===== config.mk =====
export PLATFORM = sky130hd
export DESIGN_NAME = alu_accel_param
export DESIGN_NICKNAME = d
export VERILOG_FILES = /design/src/rtl/alu_accel_param.sv
export SDC_FILE = /design/constraint.sdc
export NUM_CORES = 2
export LEC_CHECK = 0
export BUFFER_PORTS_ARGS = -buffer_cell sky130_fd_sc_hd__buf_2
export CORE_MARGIN = 5
export CORE_UTILIZATION = 50
export DETAILED_ROUTE_END_ITERATION = 7
export HOLD_SLACK_MARGIN = 0.05
export PLACE_DENSITY = 0.69
export SETUP_SLACK_MARGIN = 0.02
export SYNTH_ARGS = -nofsm -noshare
export SYNTH_HDL_FRONTEND = slang
export SYNTH_SLANG_ARGS = --single-unit

===== constraint.sdc =====
create_clock -name clk -period 20.5 [get_ports clk]
set_input_delay 2.05 -clock clk [delete_from_list [all_inputs] [get_ports clk]]
set_output_delay 2.05 -clock clk [all_outputs]
set_load 0.01 [all_outputs]

===== src/rtl/alu_accel_param.sv =====
// Bus-slave ALU accelerator: host fills operand registers and an instruction FIFO, pulses START,
// and the engine executes each instruction into a result FIFO, flagging done when the queue drains.
module alu_accel_param #(
    parameter int DATA_W     = 32,
    parameter int NREG       = 16,
    parameter int INST_DEPTH = 8,
    parameter int RES_DEPTH  = 16
) (
    input  logic              clk,
    input  logic              reset_n,
    input  logic              s_sel,
    input  logic              s_wr,
    input  logic [15:0]       s_addr,
    input  logic [DATA_W-1:0] s_din,
    output logic [DATA_W-1:0] s_dout,
    output logic              s_interrupt
);
    localparam int IAW = $clog2(INST_DEPTH);
    localparam int RAW = $clog2(RES_DEPTH);
    localparam int SHW = $clog2(DATA_W);
    localparam int RIW = (NREG > 1) ? $clog2(NREG) : 1;
    localparam logic [7:0] A_INST = 8'h20, A_RES = 8'h21, A_CTRL = 8'h22, A_STAT = 8'h23, A_ICLR = 8'h24;

    typedef enum logic [2:0] {S_IDLE, S_FETCH, S_EXEC, S_WRITE, S_DONE} state_t;
    state_t state, state_next;

    logic [DATA_W-1:0] opr      [NREG];
    logic [19:0]       inst_mem [INST_DEPTH];
    logic [DATA_W-1:0] res_mem  [RES_DEPTH];
    logic [IAW-1:0]    inst_rd, inst_wr;
    logic [IAW:0]      inst_cnt;
    logic [RAW-1:0]    res_rd, res_wr;
    logic [RAW:0]      res_cnt;
    logic [19:0]       inst_p0;
    logic [DATA_W-1:0] result_p1;
    logic              ie, done, inst_ovf, res_unf, bad_op;

    logic        page0, host_wr, host_rd, ctrl_wr, start, soft_clr, int_clr;
    logic        inst_req, res_req, opr_hit, busy;
    logic        inst_full, inst_empty, res_full, res_empty;
    logic        inst_push, inst_pop, res_push, res_pop;
    logic [7:0]  idx;
    logic [31:0] din32;
    logic        din_unused;
    logic [20:0] stat;
    logic [DATA_W-1:0] rd_data;

    function automatic logic [DATA_W-1:0] alu(input logic [3:0] op,
                                              input logic [DATA_W-1:0] a,
                                              input logic [DATA_W-1:0] b);
        logic signed [DATA_W-1:0] sa, sb;
        logic [SHW-1:0]           sh;
        sa = $signed(a);
        sb = $signed(b);
        sh = b[SHW-1:0];
        case (op)
            4'd0:    alu = a;
            4'd1:    alu = a + b;
            4'd2:    alu = a - b;
            4'd3:    alu = a & b;
            4'd4:    alu = a | b;
            4'd5:    alu = a ^ b;
            4'd6:    alu = ~a;
            4'd7:    alu = a << sh;
            4'd8:    alu = a >> sh;
            4'd9:    alu = sa >>> sh;
            4'd10:   alu = a * b;
            4'd11:   alu = {{(DATA_W-1){1'b0}}, (sa < sb)};
            default: alu = '0;
        endcase
    endfunction

    function automatic logic [DATA_W-1:0] fetch_opr(input logic [7:0] i);
        return (int'(i) < NREG) ? opr[i[RIW-1:0]] : '0;
    endfunction

    assign page0    = s_sel && (s_addr[15:8] == 8'h00);
    assign idx      = s_addr[7:0];
    assign host_wr  = page0 && s_wr;
    assign host_rd  = page0 && !s_wr;
    assign ctrl_wr  = host_wr && (idx == A_CTRL);
    assign start    = ctrl_wr && s_din[0];
    assign soft_clr = ctrl_wr && s_din[2];
    assign int_clr  = host_wr && (idx == A_ICLR) && s_din[0];
    assign inst_req = host_wr && (idx == A_INST);
    assign res_req  = host_rd && (idx == A_RES);
    assign opr_hit  = (int'(idx) < NREG) && ((idx < A_INST) || (idx > A_ICLR));

    // Only opcode and the two operand indices of an instruction word are kept
    assign din32      = 32'(s_din);
    assign din_unused = ^{din32[31:28], din32[23:16]};

    assign inst_full  = (inst_cnt == (IAW+1)'(INST_DEPTH));
    assign inst_empty = (inst_cnt == '0);
    assign res_full   = (res_cnt == (RAW+1)'(RES_DEPTH));
    assign res_empty  = (res_cnt == '0);

    // Simultaneous push and pop on a full FIFO both succeed
    assign res_pop   = res_req && !res_empty;
    assign inst_push = inst_req && (!inst_full || inst_pop);

    always_ff @(posedge clk) begin
        if (!reset_n || soft_clr) state <= S_IDLE;
        else                      state <= state_next;
    end

    always_comb begin
        state_next = state;
        case (state)
            S_IDLE:  if (start) state_next = S_FETCH;
            S_FETCH: state_next = inst_empty ? S_DONE : S_EXEC;
            S_EXEC:  state_next = S_WRITE;
            S_WRITE: if (!res_full || res_pop) state_next = S_FETCH;
            S_DONE:  state_next = S_IDLE;
            default: state_next = S_IDLE;
        endcase
    end

    always_comb begin
        busy     = (state != S_IDLE);
        inst_pop = (state == S_FETCH) && !inst_empty && !soft_clr;
        res_push = (state == S_WRITE) && (!res_full || res_pop) && !soft_clr;
    end

    always_ff @(posedge clk) begin
        if (!reset_n) begin
            for (int i = 0; i < NREG; i++) opr[i] <= '0;
        end else if (opr_hit && host_wr) begin
            opr[idx[RIW-1:0]] <= s_din;
        end
    end

    always_ff @(posedge clk) begin
        if (inst_push) inst_mem[inst_wr] <= {din32[27:24], din32[15:0]};
        if (res_push)  res_mem[res_wr]   <= result_p1;
    end

    always_ff @(posedge clk) begin
        if (!reset_n || soft_clr) begin
            inst_rd <= '0; inst_wr <= '0; inst_cnt <= '0;
            res_rd  <= '0; res_wr  <= '0; res_cnt  <= '0;
        end else begin
            if (inst_push) inst_wr <= inst_wr + 1'b1;
            if (inst_pop)  inst_rd <= inst_rd + 1'b1;
            if (res_push)  res_wr  <= res_wr + 1'b1;
            if (res_pop)   res_rd  <= res_rd + 1'b1;
            case ({inst_push, inst_pop})
                2'b10:   inst_cnt <= inst_cnt + 1'b1;
                2'b01:   inst_cnt <= inst_cnt - 1'b1;
                default: inst_cnt <= inst_cnt;
            endcase
            case ({res_push, res_pop})
                2'b10:   res_cnt <= res_cnt + 1'b1;
                2'b01:   res_cnt <= res_cnt - 1'b1;
                default: res_cnt <= res_cnt;
            endcase
        end
    end

    // Stage p0: instruction popped in FETCH; stage p1: result computed in EXEC from live operands
    always_ff @(posedge clk) begin
        if (inst_pop)          inst_p0   <= inst_mem[inst_rd];
        if (state == S_EXEC)   result_p1 <= alu(inst_p0[19:16], fetch_opr(inst_p0[15:8]), fetch_opr(inst_p0[7:0]));
    end

    always_ff @(posedge clk) begin
        if (!reset_n) begin
            ie <= 1'b0; done <= 1'b0; inst_ovf <= 1'b0; res_unf <= 1'b0; bad_op <= 1'b0;
        end else if (soft_clr) begin
            done <= 1'b0; inst_ovf <= 1'b0; res_unf <= 1'b0; bad_op <= 1'b0;
        end else begin
            if (ctrl_wr)                                    ie       <= s_din[1];
            if (state == S_DONE)                            done     <= 1'b1;
            else if (int_clr)                               done     <= 1'b0;
            if (inst_req && inst_full && !inst_pop)         inst_ovf <= 1'b1;
            if (res_req && res_empty)                       res_unf  <= 1'b1;
            if ((state == S_EXEC) && (inst_p0[19:16] > 4'd11)) bad_op <= 1'b1;
        end
    end

    assign stat = {bad_op, res_unf, inst_ovf, done, busy, 8'(res_cnt), 8'(inst_cnt)};

    always_comb begin
        rd_data = '0;
        if (page0) begin
            case (idx)
                A_RES:   rd_data = res_empty ? '0 : res_mem[res_rd];
                A_CTRL:  rd_data[1] = ie;
                A_STAT:  rd_data = DATA_W'(stat);
                default: if (opr_hit) rd_data = opr[idx[RIW-1:0]];
            endcase
        end
    end

    always_ff @(posedge clk) begin
        if (!reset_n)            s_dout <= '0;
        else if (s_sel && !s_wr) s_dout <= rd_data;
    end

    assign s_interrupt = done && ie;

endmodule


After elaboration in Yosys (flattened, before gate mapping)

Memories as Yosys holds them, arrays and structs flattened. A register that Yosys moved wholly into a read port is not among the register bits.
Index checks and enable logic that the tools add are counted.
W data, S select, Z words.

Eq/ne operators: 28
Add/subtract/negate cells: 10
Magnitude comparators: 7
Shifts and indexed selects: 3
Multipliers: 1
Muxes and demuxes: 30
Reductions and logical operators: 49
Bitwise operators: 6

Operator list:

| kind                  | count |
|---|---|
| $pmux W32 S12         | 1 |
| $mux W32              | 6 |
| $pmux W30 S3          | 1 |
| $eq A8 B6 Y1 const B  | 5 |
| $add A32 B32 Y32      | 1 |
| $and A32 B32 Y32      | 1 |
| $lt A32 B32 Y1        | 1 |
| $mul A32 B32 Y32      | 1 |
| $not A32 Y32          | 1 |
| $or A32 B32 Y32       | 1 |
| $reduce_or A32 Y1     | 1 |
| $shl A32 B5 Y32       | 1 |
| $shr A32 B5 Y32       | 1 |
| $sshr A32 B5 Y32      | 1 |
| $sub A32 B32 Y32      | 1 |
| $xor A32 B32 Y32      | 1 |
| $logic_and A1 B1 Y1   | 24 |
| $lt A8 B5 Y1 const B  | 3 |
| $eq A4 B4 Y1 const B  | 5 |
| $eq A4 B3 Y1 const B  | 4 |
| $add A4 B1 Y4 const B | 3 |
| $mux W4               | 3 |
| $pmux W3 S4           | 1 |
| $mux W1               | 11 |
| other kinds (31)      | 55 |

Register bits: 95
Bits of input ports: 52
RAM bits: 1,184
Memories: 3
Output and inout port bits: 33
Word-level logic and storage cells: 151

Memories:

| memory   | words | bits a word | rd ports | clocked after memory_dff | write ports | line | source |
|---|---|---|---|---|---|---|---|
| opr      | 16    | 32          | 3        | 0                        | 16          | 27   | `logic [DATA_W-1:0] opr [NREG];` |
| res_mem  | 16    | 32          | 1        | 1                        | 1           | 29   | `logic [DATA_W-1:0] res_mem [RES_DEPTH];` |
| inst_mem | 8     | 20          | 1        | 1                        | 1           | 28   | `logic [19:0] inst_mem [INST_DEPTH];` |

Longest topological paths before layout

Depth in word-level cells: 11
Mapped depth: 39
Mapped depth without buffers: 34

Worst setup path before layout

No wires, ideal clock.

Kind: reg-to-reg
Start point: register inst_p0[0] (read register of inst_mem)
End point: register result_p1[31], data pin
Library setup time: 0.261 ns
Cell stages (with the launch flop): 39
Path slack: 10.467 ns
Data arrival time: 9.772 ns
Path buffers: 9
Clock period less this slack: 10.033 ns
Required time: 20.239 ns
Path through: edfxtp_1 > buf_6 > buf_12 > buf_12 > buf_6 > mux4_2 > mux4_2 > and2_1 > buf_2 > inv_2 > buf_2 > buf_4 > buf_2 > buf_1 > nor2_1 > fa_1 > inv_1 > fa_1 > (+3 left out) > fa_1 > inv_1 > fa_1 > inv_1 > fa_1 > fa_1 > ha_1 > a21oi_1 > nor2b_1 > o21ai_0 > nand2b_1 > a41oi_1 > o21ai_0 > o31a_1 > a221oi_1 > o21ai_0 > xnor2_1 > a221o_1

Cells in the longest elaborated chain, start to end: 4

RTL lines:

| what                                            | line | source |
|---|---|---|
| start, declared                                 | 34   | `logic [19:0] inst_p0;` |
| $lt A8 B5 Y1 or $mem_v2 Z16 W32 (tied branches) | -    |  |
| $mux W32 *                                      | 74   | `return (int'(i) < NREG) ? opr[i[RIW-1:0]] : '0;` |
| $mul A32 B32 Y32 (tied with other cells)        | 67   | `4'd10: alu = a * b;` |
| $pmux W32 S12 *                                 | 56   | `case (op)` |
| end signal, assigned                            | 163  | `if (state == S_EXEC) result_p1 <= alu(inst_p0[19:16], fetch_opr(inst_p0[15:8]), fetch_opr(inst_p0[7:0]));` |
| end, declared                                   | 35   | `logic [DATA_W-1:0] result_p1;` |

Every way passes the cells marked *; elsewhere a longest branch is shown, timed or not.
A chain may end at the register's enable or synchronous reset.

Final worst setup path

Start point: register inst_p0[8] (read register of inst_mem)
End point: register result_p1[31], data pin

Cells in the longest elaborated chain, start to end: 4

RTL lines:

| what                                            | line |
|---|---|
| $lt A8 B5 Y1 or $mem_v2 Z16 W32 (tied branches) | - |
| $mux W32 *                                      | 74 |
| $mul A32 B32 Y32 (tied with other cells)        | 67 |
| $pmux W32 S12 *                                 | 56 |

Marked as above.

==> metrics.md <==
| Metric | Value |
|---|---|
| IO Port Bufs | 84 |
| Final WS setup | just under 9000 ps |
| Ys async rst share | 0% |
| Outcome | complete, no violations |
| Clk pwr share | 42.6% |
| Crit Path Max Fanout | between 90 and 100 |
| Power Density | ~62 mW/mm^2 |
| Max Clock Skew | ~46 ps |
| Crit path top cell by count | fa_1 |
| Final period utilization | roughly 57% |
| Slew HR | ~16% |
| Slew at the pin with the worst max-slew slack | between 1000 and 1500 ps |
| Sum Neg Setup Slack | 0 ps |
| Routed vias | between 50000 and 60000 |
| Worst Hold Depth | 2 |
| Drt first pass iters | 6 |
| CP Class | flip-flop to flip-flop |
| Non-Filler Instances | a little under 9000 |
| Final WL | approximately 290 mm |
| Total track usage | between 30% and 40% |
| Clock sink count | 1303 |
| Clock Path Buffers | 3 |
| Layout cells sized above 1 | 18.6% |
| FF+latch count, synth | around 1300 |
| DRC violations left | 0 |
| RSZ-0062 raised after global routing | no |
| Routed Antenna Nets | 0 |
| Hold-fix buffers, CTS | 0 |
| Crit. End Element | flip-flop |
| Dpl ws | roughly 9000 ps |
| Post-Syn Area | around 0.085 sq mm |
| Combinational fraction of design power | 5.0% |
| Switching power | approximately 0.0013 W |
| Number of global-route vias before repair | 58900 |
| Ys flop type | edfxtp_1 |
| WL per Instance | 32.6 um |
| Syn Area/Cell | between 10 and 15 sq um |
| CP bufs+invs | 7 |
| Final Instance Area | 0.0924 sq mm |
| Sequential standard cell area | a little under 0.04 sq mm |
| Initial drt markers | around 8200 |
| CP delay by family, top | adder cells |
| Worst Reg-to-Reg Cells | 31 |
| Starting density of the core | between 50% and 60% |
| Cts repair resizes | 0 |
| Worst skew pair latency | roughly 800 ps |
| Register share of total power | a little over half |
| Gr ovfl total | 0 |
| Switching portion of total power | between 20% and 30% |
| Syn nets | ~7200 |
| Worst hold path class | flip-flop to flip-flop |
| Tmin final | roughly 12000 ps |
| Final setup viols | 0 |
| Dpl hpwl | between 150 and 200 mm |
| FMAX | 85.6 MHz |
| Post-CTS Repair Setup Buffers | 0 |
| Hold Violations, Final | 0 |
| Routability cong. | 0.980 |
| Depth of the CTS H-tree | 4 |
| Multi-input gate area | around 0.043 sq mm |
| CTS tree | done |
| Worst EP required | between 20000 and 25000 ps |
| Nets | just over 7000 |
| Via density | between 6 and 7 |
| CTS Root Cell | clkbuf_16 |
| Critical-path top delay cell | a221oi_1 |
| Post-synthesis sequential area ratio | between 40% and 50% |
| Area of the core | between 0.15 and 0.2 sq mm |
| Pins Over Slew Limit | 0 |
| Mapped Cells | 6533 |
| Yosys warnings | 0 |
| Die Span X | between 400 and 500 um |
| Initial antenna violation count | 24 |
| Dpl cell area | ~0.088 sq mm |
| Layout area overhead | 8.57% |
| FILL cells | 13900 |
| Num rows | 151 |
| Clock-pin slew on the worst setup and hold paths | 60 ps |
| Maximum VDD drop | 0.0000725 V |
| Max Cap Viol | 0 |
| First-pass GRT wire length | ~410 mm |
| Placed insts | 8541 |
| Worst path max stage delay | around 610 ps |
| Library cells used by synthesis | 96 |
| TritonCTS Buffers | ~140 |
| Post-synth EDFFs | around 1200 |
| Crit path launch type | flip-flop |
| Crit. path cell count | 31 |
| Die area | ~0.18 sq mm |
| Pin count of the biggest net entering global routing | around 130 |
| CP arrival | between 10000 and 15000 ps |
| Power Internal | roughly 0.0044 W |
| Die height | about 420 um |
| I/O pins | 85 |
| Leak | around 33 nW |
## layout make-up
class / instances / area share (%)
multi-input combinational: 4210 / 46.5
inverter: 553 / 2.25
clock inverter: 79 / 0.827
sequential: 1303 / 41.6
tap: 2218 / 3.00
clock buffer: 162 / 3.85
timing repair buffer: 257 / 1.93
antenna: 10 / 0.0271
## synth_stat cells, types with 12 or more instances
master	number	area share, %
nand3_1	48	0.28
a211oi_1	51	0.45
nand2_1	471	2.1
xor2_1	35	0.36
edfxtp_1	1236	44
o221ai_1	24	0.25
a22oi_1	64	0.56
nor3_1	50	0.29
nand2b_1	36	0.26
buf_2	52	0.31
a221o_1	24	0.28
and2_1	537	3.9
mux4_1	26	0.80
ha_1	233	3.4
nor2b_1	34	0.25
clkbuf_1	291	1.3
a21oi_1	195	1.1
o21ai_0	160	0.94
a221oi_1	33	0.34
buf_1	78	0.34
nor2_1	546	2.4
dfxtp_1	67	1.6
a31oi_1	23	0.17
o21bai_1	20	0.18
xnor2_1	70	0.72
o211ai_1	54	0.48
buf_6	24	0.32
clkinv_1	13	0.057
fa_1	412	9.7
buf_4	12	0.11
mux2_2	62	0.82
o22ai_1	50	0.37
inv_1	530	2.3
mux2i_1	128	1.5
mux4_2	583	15
a21o_1	32	0.28
o21a_1	12	0.11
## worst reg2reg max path: cells and delay by family, from the launching register on
| family | cells | cell delay (ps) |
|---|---|---|
| flip-flops | 1 | 350 |
| buffers and inverters | 7 | 1900 |
| multiplexers | 2 | 1320 |
| XOR/XNOR | 1 | 170 |
| AO/OA/AOI/OAI | 8 | 2680 |
| AND/OR/NAND/NOR | 4 | 630 |
| adder cells (fa/ha/maj) | 9 | 4370 |
## through the flow
step                      utilization [%]  power (W)  hold slack [ps]
after detailed placement             52.0    0.00332              445
after floorplan                         -    0.00319              437
after CTS                            54.6    0.00571              453
final                                54.6    0.00569              449
after global placement               52.0    0.00331              441
after global routing                 54.6    0.00584              477
## layer usage
layer  vias up  track usage (%)  routed length (um)
met5         -                0                  53
met4         8             17.7               18700
met3       829             7.72               32400
met2      4011             50.0              133000
met1     29900             41.0              103000
li1      23800                -                   -
## cell usage in the layout, fill, tap and decap left out, types with 32 or more instances in the layout
cell	netlist	final
a221oi_1	33	33
clkbuf_16	0	138
ha_1	233	233
inv_1	530	529
mux2i_1	128	128
clkinv_1	13	46
a21oi_1	195	195
buf_4	12	170
o21ai_0	160	148
a21o_1	32	32
a22oi_1	64	64
nor2b_1	34	34
and2_1	537	537
nand2_1	471	469
fa_1	412	412
xor2_1	35	35
a211oi_1	51	50
mux2_2	62	62
xnor2_1	70	70
buf_2	52	81
mux4_2	583	583
nand3_1	48	48
o22ai_1	50	44
nor2_1	546	515
nor3_1	50	35
edfxtp_1	1236	1236
nand2b_1	36	32
o211ai_1	54	54
dfxtp_1	67	61
## path summary, 6_finish.rpt
check | start | endpoint | slack, ps
worst max-delay path | inst_p0[8] | result_p1[31] | 8810
worst max register to register | inst_p0[8] | result_p1[31] | 8810
worst min-delay path | s_dout[23] | s_dout[23] | 450
worst min register to register | s_dout[23] | s_dout[23] | 450
## cells by family after synthesis
kind of cell / after synthesis / synth area share (%)
buffers and inverters: 1020 / 4.98
AO/OA/AOI/OAI: 859 / 6.79
multiplexers: 799 / 18.6
adder cells (fa/ha/maj): 645 / 13.1
XOR/XNOR: 113 / 1.25
flip-flops: 1303 / 45.2
AND/OR/NAND/NOR: 1794 / 10.1
## power groups by stage
stage               clock network [W]  logic (W)  registers [W]
global route                  0.00256   0.000289        0.00299
global placement                    0   0.000276        0.00303
detailed placement                  0   0.000277        0.00304
finish                        0.00243   0.000282        0.00298
floorplan                           0   0.000166        0.00302
CTS                           0.00245   0.000278        0.00298
## sequential cells by signal, summed over array words and instances, names as in the netlist, 3 cells and up, named ones only
signal	cells
opr	512
res_mem	512
inst_mem	160
result_p1	32
s_dout	32
inst_p0	20
res_cnt	5
inst_cnt	4
res_rd	4
res_wr	4
inst_rd	3
inst_wr	3
state	3
Power figures use the tool's default switching activity.
